===== src/rtl/fetch_stage.sv =====
// Instruction-fetch stage: PC register, next-PC selection, instruction-memory
// request and the IF/ID pipeline register feeding Decode.
module fetch_stage #(
  parameter logic [31:0] RESET_PC   = 32'd0,
  parameter logic [31:0] EXC_VECTOR = 32'd64
) (
  input  logic        clock,
  input  logic        reset,
  input  logic        ex_if_stall,
  input  logic        fw_if_id_stall,
  input  logic        id_if_selfontepc,
  input  logic [1:0]  id_if_seltipopc,
  input  logic [31:0] id_if_rega,
  input  logic [31:0] id_if_pcimd2ext,
  input  logic [31:0] id_if_pcindx,
  output logic [31:0] if_id_proximopc,
  output logic [31:0] if_id_instrucao,
  output logic        if_gdm_en,
  output logic [31:0] if_gdm_addr,
  input  logic [31:0] gdm_if_data
);

  logic [31:0] pc;
  logic [31:0] pc_plus4;
  logic [31:0] npc;

  assign pc_plus4    = pc + 32'd4;
  assign if_gdm_addr = pc;

  // Next-PC selection: sequential unless Decode requests a redirect.
  always_comb begin
    npc = pc_plus4;
    if (id_if_selfontepc) begin
      unique case (id_if_seltipopc)
        2'b00:   npc = id_if_pcimd2ext;
        2'b01:   npc = id_if_rega;
        2'b10:   npc = id_if_pcindx;
        default: npc = EXC_VECTOR;
      endcase
    end
  end

  // PC, memory enable and IF/ID register; execute stall outranks forwarding stall.
  always_ff @(posedge clock or negedge reset) begin
    if (!reset) begin
      pc              <= RESET_PC;
      if_gdm_en       <= 1'b0;
      if_id_proximopc <= 32'd0;
      if_id_instrucao <= 32'd0;
    end else begin
      if_gdm_en <= 1'b1;
      if (ex_if_stall) begin
        if_id_instrucao <= 32'd0;
        if_id_proximopc <= pc;
      end else if (!fw_if_id_stall) begin
        if_id_instrucao <= gdm_if_data;
        if_id_proximopc <= pc_plus4;
        pc              <= npc;
      end
    end
  end

endmodule


===== config.mk =====
export PLATFORM = sky130hd
export DESIGN_NAME = fetch_stage
export DESIGN_NICKNAME = d
export VERILOG_FILES = /design/src/rtl/fetch_stage.sv
export SDC_FILE = /design/constraint.sdc
export NUM_CORES = 1
export LEC_CHECK = 0
export BUFFER_PORTS_ARGS = -buffer_cell sky130_fd_sc_hd__buf_4
export CELL_PAD_IN_SITES_DETAIL_PLACEMENT = 1
export CELL_PAD_IN_SITES_GLOBAL_PLACEMENT = 2
export CORE_MARGIN = 1
export CORE_UTILIZATION = 31
export DETAILED_ROUTE_END_ITERATION = 8
export PLACE_DENSITY = 0.86
export SETUP_SLACK_MARGIN = 0.2
export SYNTH_ARGS = -nofsm -noshare
export SYNTH_HDL_FRONTEND = slang
export SYNTH_SLANG_ARGS = --single-unit

===== constraint.sdc =====
create_clock -name clock -period 4.9 [get_ports clock]
set_clock_uncertainty 0.15 [all_clocks]
set_input_delay 0.98 -clock clock [delete_from_list [all_inputs] [get_ports clock]]
set_output_delay 0.98 -clock clock [all_outputs]
set_load 0.05 [all_outputs]

==> metrics.yaml <==
status: "complete, no violations"
cts.htree.levels: 3
irDropWorstVdd_mv: 0.169
cts_resized: 0
reg2reg_depth: 5
cts_tree: "yes"
finalWirelength_um: 23000
netlist_area_mm2: 0.00599
syn_inst: 656
p_per_area_mw_per_mm2: 352
drtIter0Drc: 344
grt_max_degree: 77
wire_per_inst_um: 20.9
drtPass1Iterations: 7
ys_ff_latch: 97
cts_sinks: 97
place_congestion: 0.801
final.setup.tns_ns: 0
start_util_pct: 31.8
yosys_warnings: 0
regArea_mm2: 0.00243
synth_edf_count: 0
diodes: 0
crit_type: "primary input to flop"
grt_setup_unrepaired: "no"
ys_seq_area_share_pct: 40.5
grt_pass1_vias: 6518
synth_top_area_cell: "dfrtp_1"
synth_area_leaders: "dfrtp_1 (41%), mux2i_1 (11%), a22oi_1 (3.5%), o2bb2ai_1 (3.4%), nor3_1 (3.3%)"
cts_root_buf: "clkbuf_16"
hold_end: "if_id_proximopc[29]$_DFFE_PN0P_"
yosysTopAreaCellShare_pct: 40.5
ys_async_sr_fraction_pct: 100
antenna_found_initial: 0
grt.overflow.total: 0
clkTransAtPathRegs_ns: 0.07
cpMaxStageDelayCell: "clkinv_1"
p_leak_nw: 3.64
rrSetupSlack_ns: 2.00
crit_family: "buffers and inverters"
r2r_start: "if_gdm_addr[2]$_DFFE_PN0P_"
min_period_over_period_pct: 60.9
synth_common_cells: "dfrtp_1 (97), mux2i_1 (64), nor2_1 (52), clkbuf_1 (41), nor3_1 (39)"
cpMostUsedCell: "buf_4"
setup_viol: 0
layout-drive-gt1-share_pct: 32.7
multi_input_area_mm2: 0.00321
critPathCaptureType: "flop"
dpl_cell_area_mm2: 0.00783
critPathLaunchType: "primary input"
clock_latency_ns: 0.35
grtUsageTotal_pct: 23.5
maxCapViolations: 0
nets: 971
postRouteAntennaNets: 0
cp.arrival_ns: 3.06
vias: 6181
min-delay-start: "if_id_proximopc[29]$_DFFE_PN0P_"
hold_path_class: "flop to flop"
die_y_um: 141
ys_dominant_reg_cell: "dfrtp_1"
crit_fanout: 58
ctsHoldBuffers: 0
syn_area_per_cell_um2: 9.13
ys_types: 57
period_needed_ns: 2.98
die-area_mm2: 0.0199
hold_viol_final: 0
grt_first_pass_wirelength_um: 36400
die_w_um: 141
routed_via_density: 5.62
clockBufferDepth: 2
syn_to_final_growth_pct: 36.0
postCtsSetupBuffers: 0
fp-row-count: 50
synth_most_common_cell: "dfrtp_1"
boundaryPins: 232
clock.fmax_mhz: 335
place.detailed.hpwl_um: 16200
fillCellCount: 2224
cp_data_required_time_ns: 4.98
port-buffer-count: 231
cpPeakStageDelay_ns: 0.73
critical_path_buf_inv_count: 3
cp_cell_sequence: "buf_4, clkinv_1, nor2_1, buf_4, a22oi_1, o311ai_0"
drv_slew: 0
min_path_cells: 2
core_mm2: 0.0188
numCtsBuffers: 9
reg2reg_to: "if_gdm_addr[16]$_DFFE_PN0P_"
slew_headroom_pct: 31.0
worst_pin_slew_ns: 1.04
drc: 0
syn_nets: 792
fin_area_mm2: 0.00815
-- worst min-delay path: cells and delay by family, from the launching register on --
family	cells	cell delay [ns]
and+or+nand+nor	1	0.08
AOI/OAI and AO/OA	1	0.07
DFF	1	0.35
-- power breakdown --
part,internal (mW),switching [mW]
combinational,0.349,0.680
clock,0.448,0.320
sequential,0.902,0.166
total,1.70,1.17
-- sequential cells by signal (all words and copies together), names as in the netlist --
| name | count |
|---|---|
| if_gdm_addr | 32 |
| if_id_instrucao | 32 |
| if_gdm_en | 1 |
| if_id_proximopc | 32 |
-- cell type report --
class	count	share of cell area (%)
clock inverters	7	1.15
inverters	17	0.783
flip-flops and latches	97	29.8
repair buffers	240	22.1
well taps	260	3.99
clock buffers	9	2.76
multi-input cells	470	39.4
-- logic make-up after synthesis --
group	synth area share, %
and+or+nand+nor	18.7
AOI/OAI and AO/OA	22.7
DFF	40.5
buffers and inverters	6.12
muxes	11.6
adders and majority gates	0.209
other	0.0626
-- how the worst max path moves through the flow --
stage / from / to / depth (start not counted)
detailed placement: id_if_selfontepc / if_gdm_addr[15]$_DFFE_PN0P_ / 6
global route: id_if_selfontepc / if_gdm_addr[18]$_DFFE_PN0P_ / 6
finish: id_if_selfontepc / if_gdm_addr[18]$_DFFE_PN0P_ / 6
CTS: id_if_selfontepc / if_gdm_addr[19]$_DFFE_PN0P_ / 6
global placement: id_if_selfontepc / if_gdm_addr[18]$_DFFE_PN0P_ / 6
floorplan: if_gdm_addr[3]$_DFFE_PN0P_ / if_gdm_addr[16]$_DFFE_PN0P_ / 5
-- metal layers --
layer  GRT usage [%]  vias to the layer above  wire (µm)
met5               0                        -          0
met2            38.7                      263      10700
met4            8.01                        0        352
met3            4.08                       25       1510
met1            31.1                     3042      10400
li1                -                     2851          -
-- through the flow --
step	util [%]	hold slack (ns)	std cells	worst slack (ns)	total power, mW
floorplan	-	0.534	656	2.28	1.70
global placement	41.6	0.360	1084	1.74	2.08
detailed placement	41.6	0.362	1084	1.59	2.11
CTS	43.3	0.389	1100	1.95	2.89
global route	43.3	0.410	1100	1.69	3.00
finish	43.3	0.385	1100	1.92	2.87
-- layout by cell type, fill, tap and decap left out, drive strengths merged, types with 18 or more instances in the layout --
cell     count
a21oi       29
a22oi       28
buf        240
dfrtp       97
mux2i       64
nand2       29
nand3       29
nand4       25
nor2        52
nor3        40
o21ai       31
o2bb2ai     23
o311ai      18
Power figures use the tool's default switching activity.
